`config.mk`:
```
export PLATFORM = sky130hd
export DESIGN_NAME = reg_write_arbiter
export DESIGN_NICKNAME = d
export VERILOG_FILES = /design/src/rtl/reg_arb_pkg.sv /design/src/rtl/nbit_reg.sv /design/src/rtl/reg_write_arbiter_rr_pick.sv /design/src/rtl/reg_write_arbiter.sv
export SDC_FILE = /design/constraint.sdc
export NUM_CORES = 1
export LEC_CHECK = 0
export ABC_AREA = 1
export ABC_CLOCK_PERIOD_IN_PS = 3600
export CAP_MARGIN = 20
export CELL_PAD_IN_SITES_DETAIL_PLACEMENT = 2
export CELL_PAD_IN_SITES_GLOBAL_PLACEMENT = 2
export CORE_MARGIN = 2
export CORE_UTILIZATION = 23
export CTS_CLUSTER_DIAMETER = 80
export DETAILED_ROUTE_END_ITERATION = 8
export PLACE_DENSITY_LB_ADDON = 0.1
export SYNTH_ARGS = -nofsm -noshare
export SYNTH_HDL_FRONTEND = slang
export SYNTH_SLANG_ARGS = --single-unit
```
`constraint.sdc`:
```
create_clock -name clk -period 3.6 [get_ports clk]
set_input_delay 0.36 -clock clk [delete_from_list [all_inputs] [get_ports clk]]
set_output_delay 0.36 -clock clk [all_outputs]
set_load 0.02 [all_outputs]
```
`src/rtl/reg_arb_pkg.sv`:
```
// Shared definitions for the round-robin register write arbiter.
// Used by reg_write_arbiter; the optional REG_ARB_LOCK_EN build uses the same types.
package reg_arb_pkg;

    typedef enum logic {
        ARB   = 1'b0,
        WRITE = 1'b1
    } state_t;

    // Pointer advance with wrap at r (r is the requester count).
    function automatic int next_ptr(input int idx, input int r);
        return (idx + 1 >= r) ? 0 : idx + 1;
    endfunction

endpackage

```
`src/rtl/nbit_reg.sv`:
```
// Plain N-bit storage register with synchronous active-high clear and load enable.
module nbit_reg #(
    parameter int N = 8
) (
    input  logic         clk,
    input  logic         reset,
    input  logic         en,
    input  logic [N-1:0] d,
    output logic [N-1:0] q
);

    always_ff @(posedge clk) begin
        if (reset)
            q <= '0;
        else if (en)
            q <= d;
    end

endmodule

```
`src/rtl/reg_write_arbiter_rr_pick.sv`:
```
// Combinational round-robin picker: first asserted request at or after ptr, modulo R.
module rr_pick #(
    parameter  int R  = 4,
    localparam int IW = $clog2(R)
) (
    input  logic [R-1:0]  req,
    input  logic [IW-1:0] ptr,
    output logic [IW-1:0] winner,
    output logic          any_req
);

    always_comb begin
        int sum;
        logic [IW-1:0] idx;
        sum     = 0;
        idx     = '0;
        winner  = '0;
        any_req = |req;
        // Walk from the farthest slot back toward ptr so the closest hit wins.
        for (int k = R - 1; k >= 0; k--) begin
            sum = int'(ptr) + k;
            if (sum >= R)
                sum = sum - R;
            idx = IW'(sum);
            if (req[idx])
                winner = idx;
        end
    end

endmodule

```
`src/rtl/reg_write_arbiter.sv`:
```
// Round-robin arbiter sharing one N-bit register among R requesters, one write per grant.
// Define REG_ARB_LOCK_EN to add the `lock` input for back-to-back writes by one owner.
module reg_write_arbiter
    import reg_arb_pkg::*;
#(
    parameter  int N  = 8,
    parameter  int R  = 4,
    localparam int IW = $clog2(R)
) (
    input  logic           clk,
    input  logic           reset,
    input  logic [R-1:0]   req,
    input  logic [R*N-1:0] wdata,
`ifdef REG_ARB_LOCK_EN
    input  logic           lock,
`endif
    output logic [R-1:0]   gnt,
    output logic [N-1:0]   q,
    output logic [IW-1:0]  owner,
    output logic           valid,
    output logic           busy
);

    state_t        state;
    logic [IW-1:0] ptr;
    logic [IW-1:0] sel;
    logic [IW-1:0] winner;
    logic          any_req;
    logic          hold;
    logic          wr_en;
    logic [N-1:0]  wr_data;

    function automatic logic [R-1:0] onehot(input logic [IW-1:0] i);
        logic [R-1:0] v;
        v    = '0;
        v[i] = 1'b1;
        return v;
    endfunction

    rr_pick #(.R(R)) u_pick (
        .req     (req),
        .ptr     (ptr),
        .winner  (winner),
        .any_req (any_req)
    );

`ifdef REG_ARB_LOCK_EN
    assign hold = lock & req[sel];
`else
    assign hold = 1'b0;
`endif

    always_comb begin
        wr_data = '0;
        for (int i = 0; i < R; i++) begin
            if (sel == IW'(i))
                wr_data = wdata[i*N +: N];
        end
    end

    // The register loads only in WRITE, so data is taken in the grant cycle.
    assign wr_en = (state == WRITE);

    nbit_reg #(.N(N)) u_reg (
        .clk   (clk),
        .reset (reset),
        .en    (wr_en),
        .d     (wr_data),
        .q     (q)
    );

    always_ff @(posedge clk) begin
        if (reset) begin
            state <= ARB;
            ptr   <= '0;
            sel   <= '0;
            owner <= '0;
            valid <= 1'b0;
            gnt   <= '0;
            busy  <= 1'b0;
        end else begin
            case (state)
                ARB: begin
                    if (any_req) begin
                        sel   <= winner;
                        gnt   <= onehot(winner);
                        busy  <= 1'b1;
                        state <= WRITE;
                    end
                end
                WRITE: begin
                    owner <= sel;
                    valid <= 1'b1;
                    // A held lock keeps the same owner and pointer for another write.
                    if (!hold) begin
                        ptr   <= IW'(next_ptr(int'(sel), R));
                        gnt   <= '0;
                        busy  <= 1'b0;
                        state <= ARB;
                    end
                end
                default: state <= ARB;
            endcase
        end
    end

endmodule

```
---- Yosys cells after proc, flatten, opt, wreduce, memory -nomap -nowiden ----
Index checks and enable logic that the tools add are counted.
storage, ports and cells
  register bits after elaboration ......... 21
  input port bits ......................... 38
  output and inout bits ................... 16
  logic and storage cells ................. 65
operators by class
  add/subtract/negate cells ............... 8
  magnitude comparators ................... 11
  eq/ne operators ......................... 4
  multiplexer cells ....................... 29
  bitwise operators ....................... 1
  reductions and logical operators ........ 4
operators with widths
  cell                                                                                  number
  8-bit 2-to-1 mux                                                                      4
  2-bit 2-to-1 mux                                                                      9
  2-bit by 3-bit less-than comparator with 1-bit output (second input constant)         5
  3-bit greater-or-equal comparator (second input constant)                             4
  1-bit binary-select mux with 2-bit select                                             4
  4-bit case mux with 2 select lines                                                    1
  2-bit by 1-bit subtractor with 2-bit output (second input constant)                   4
  1-bit 2-to-1 mux                                                                      7
  2-bit by 1-bit adder with 3-bit output (second input constant)                        2
  2-bit by 2-bit adder with 3-bit output (second input constant)                        2
  2-bit equality test (second input constant)                                           2
  4-bit 2-to-1 mux                                                                      1
  1-bit case mux with 2 select lines                                                    2
  4-bit OR reduction                                                                    1
  2-bit by 3-bit greater-or-equal comparator with 1-bit output (second input constant)  1
  1-bit demux with 2-bit select                                                         1
  2-bit by 1-bit equality test with 1-bit output (second input constant)                1
  2-bit by 1-bit greater-or-equal comparator with 1-bit output (second input constant)  1
  2-bit logical NOT                                                                     1
  2-bit != test (second input constant)                                                 1
  2-bit AND reduction                                                                   1
  1-bit logical AND                                                                     1
  1-bit NOT                                                                             1

---- Longest topological paths before layout ----
  depth after elaboration ................. 15
  depth in mapped cells ................... 13
  mapped depth without buffers ............ 12

---- Hierarchy ----
From an unflattened synthesis, not the netlist that was laid out.
second synthesis, totals
  cells, all modules ...................... 231
  area, all modules ....................... 1371.3 um2
modules (own cells, without submodules)
  module             times used  cells each  area an instance (um2)  seq. area each (um2)
  reg_write_arbiter  1           134         840.8                   260.2
  nbit_reg           1           51          341.6                   160.2
  rr_pick            1           46          188.9                   0.0

---- Least setup slack after synthesis ----
Ideal clock, no wire load.
  path type ............................... flip-flop to flip-flop
  from .................................... register sel[0]
  to ...................................... register u_reg.q[1]
  library setup time ...................... 0.132 ns
  data arrival time ....................... 1.269 ns
  data required time ...................... 3.468 ns
  slack ................................... 2.198 ns
  cell stages (with the launch flop) ...... 10
  buffers on the path ..................... 1
  period minus slack after synthesis ...... 1.402 ns
  cells stage by stage .................... dfxtp_1 > inv_1 > ha_1 > inv_1 > buf_2 > nand3_1 > o21ai_0 > nand2_1 > o211ai_1 > a21oi_1
between the ends
  word-level cells in the longest chain between the ends .. 5
  elaborated cells on any way between the ends .. 8
  classes of those cells .................. eq/ne: 3; mux: 4; reduce/logical: 1
ends and longest elaborated chain
  item                           RTL line                 source
  from (decl)                    reg_write_arbiter.sv:26  logic [IW-1:0] sel;
  from (signal assigned)         reg_write_arbiter.sv:85  sel <= winner;
  2-bit logical NOT              reg_write_arbiter.sv:56  if (sel == IW'(i))
  8-bit 2-to-1 mux (3 in a row)  reg_write_arbiter.sv:56
  8-bit 2-to-1 mux (*)           reg_write_arbiter.sv:56
  to (signal assigned)           nbit_reg.sv:14           q <= '0;
  to (signal assigned)           nbit_reg.sv:16           q <= d;
  to (decl)                      nbit_reg.sv:9            output logic [N-1:0] q
Every way passes the cells marked *; elsewhere a longest branch is shown, timed or not.
A chain may end at the register's enable or synchronous reset.

---- Worst setup path after layout ----
  from .................................... register sel[0]
  to ...................................... register u_reg.q[3]
The elaborated chain is that of the path after synthesis.

==> impl_metrics.ini <==
[final_layout]
regArea_um2 = 420
multi_input_comb_area_um2 = 726
fin_util_pct = 36.2
layout-drive-gt1-share_pct = 8.94
fillers = 624
diodes = 0
syn2layout_area_growth_pct = 49.5
nets = 278

[cts]
clk_latency_ps = 260
cts_root_buf = clkbuf_8
cts_made_buffers = 3
cts_hold_buf = 0
numClockSinks = 21
clk_path_buf_depth = 2
post_cts.repair.setup_buffers = 0
cts_tree = yes
ctsResizeCount = 0
clk_pin_slew_worst_paths_ps = 80
htreeDepth = 1

[sta]
finalHoldViolations = 0
min_period_ps = 1730
setup_viol = 0
maxSlewViolCount = 0
relSlewSlack_pct = 58.8
rsz0062_at_grt = no
final.setup.tns_ps = 0
fmax_mhz = 578
fin_skew_ps = 5.60
fin_crit_sh_pct = 48.1
worst_pin_slew_ps = 617

[drt]
drc_errors = 0
wl_per_cell_um = 15.0
first_pass_iters = 4
routed_wl_um = 4590
ant_nets = 0
routed_via_density = 4.70
vias = 1432
drt_first_iter_violations = 12

[logic_synthesis]
syn-num-nets = 228
ys_ff_latch = 21
synth_area_leaders = dfxtp_1 (33%), nand2_1 (14%), nand3_1 (7.9%), a21oi_1 (7.5%), o21ai_0 (4.8%)
synth_area_leader_cell = dfxtp_1
synthFlopType = dfxtp_1
syn_avg_cell_area_um2 = 6.77
synth-edff-count = 0
ys_seq_area_share_pct = 33.4
synth_warnings = 0
async_flop_share_pct = 0
postSynthCellCount = 186
synth_area_um2 = 1260
synth_top_area_share_pct = 33.4
ys_types = 22

[floorplan]
core-area_um2 = 5200
io_pins = 54
row_count = 26
die_y_um = 78.0
die_w_um = 78.0
start_util_pct = 24.2
die_area_um2 = 6090

[worst_setup_path]
crit_type = register to register
critPathLaunchType = register
cp_max_fo = 14
rrSetupSlack_ps = 1870
critPathArrivalTime_ps = 1920
cp_common_cell = inv_1
crit_path_start = sel[0]
r2r_start = sel[0]
cp_slowest_stage_delay_ps = 390
crit_end = u_reg.q[3]
crit_chain = inv_1, ha_1, inv_1, o21ai_0, o21ai_1, o211ai_1, a21oi_1
r2r-end = u_reg.q[3]
cpMaxStageDelayCell = dfxtp_1
crit_required_ps = 3790
r2r_cells = 7
cp-end-kind = register

[grt]
antenna_found_initial = 0
grt_usage_pct = 15.2
grt_max_degree = 17
grt_pass1_wl_um = 7370
grt_pass1_vias = 1549
grt.overflow.total = 0

[power_and_ir_drop]
ir_drop_mv = 0.157
powerDensity_nw_per_um2 = 380
p_leak_uw = 0.000770

[job]
drv_cap = 0

[run_status]
status = finished clean

[hold_path]
min_from = u_reg.q[3]
worstHoldPathType = register to register

[placement]
gp_congestion = 0.794
dpl.hpwl_um = 3690
io_buffers = 53
## Yosys cell counts, types with 2 or more instances
master	count
buf_2	2
o21ai_0	12
inv_1	14
nand3_2	4
o21ai_1	5
nor2_1	6
nand2_2	6
clkbuf_1	5
nand4_1	3
dfxtp_1	21
inv_2	4
o211ai_1	8
ha_1	4
nand2_1	47
nand3_1	20
a21oi_1	19
## kinds of logic (layout without fill, tap and decap cells)
family | count (synthesis) | count (layout) | synth area share (%)
flip-flops | 21 | 21 | 33.4
buffers and inverters | 27 | 76 | 9.04
adder cells (fa/ha/maj) | 4 | 4 | 3.97
AND/OR/NAND/NOR | 88 | 88 | 33.2
AO/OA/AOI/OAI | 46 | 46 | 20.5
## power breakdown
group | leakage [µW] | internal [µW] | switching (µW)
registers | 0.000172 | 256 | 23.6
clock network | 0.0000228 | 78.7 | 75.0
logic | 0.000575 | 127 | 155
## metal layers
metal  global-route usage (%)  share of wire (%)  wire length, µm  vias to the layer above
met5                        0                  0                0                        -
met3                     3.33                3.3              150                        4
met1                     17.0                 43             1960                      678
met4                     1.58               0.63               29                        0
met2                     29.9                 53             2450                       29
li1                         -                  -                -                      721
## final cells by class
| type | instances | share of cell area [%] |
|---|---|---|
| sequential | 21 | 22.3 |
| clock buffer | 4 | 2.39 |
| timing repair buffer | 53 | 28.2 |
| multi-input combinational | 138 | 38.5 |
| inverter | 19 | 3.92 |
| tap | 70 | 4.65 |
## layout by cell type, fill, tap and decap left out, drive strengths merged
master         synthesis  routed
a21oi                 20      20
o211ai                 8       8
clkdlybuf4s50          0      53
nand2                 54      54
nor2                   7       7
nand4                  3       3
nand3                 24      24
ha                     4       4
clkbuf                 5       4
inv                   19      19
o21ai                 17      17
o32ai                  1       1
dfxtp                 21      21
## critical path: cells and delay by family, from the launching register on
family | cells | cell delay (ps)
DFF | 1 | 390
buffers and inverters | 2 | 400
AOI/OAI and AO/OA | 4 | 620
adders and majority gates | 1 | 250
## per-stage QoR
stage / instances / hold WS [ps] / worst slack (ps) / area (µm²) / power (µW)
5_1_grt: 305 / 496 / 1670 / 1880 / 772
2_1_floorplan: 186 / 429 / 2200 / 1260 / 450
3_3_place_gp: 301 / 449 / 1760 / 1840 / 563
3_5_place_dp: 301 / 464 / 1660 / 1840 / 573
6_report: 305 / 473 / 1870 / 1880 / 716
4_1_cts: 305 / 476 / 1790 / 1880 / 730
## registers in the layout (all words and copies together), names as in the netlist
name	count
busy	1
valid	1
gnt	4
state	1
u_reg.q	8
ptr	2
owner	2
sel	2
## worst min path at each step
stage	to	slack (ps)	cells past startpoint
final	u_reg.q[3]	470	2
after global routing	u_reg.q[3]	500	2
after CTS	u_reg.q[0]	480	2
after detailed placement	u_reg.q[0]	460	2
after global placement	valid	450	2
after floorplan	gnt[3]	430	1
No activity file was read; power rests on OpenSTA's default activity.
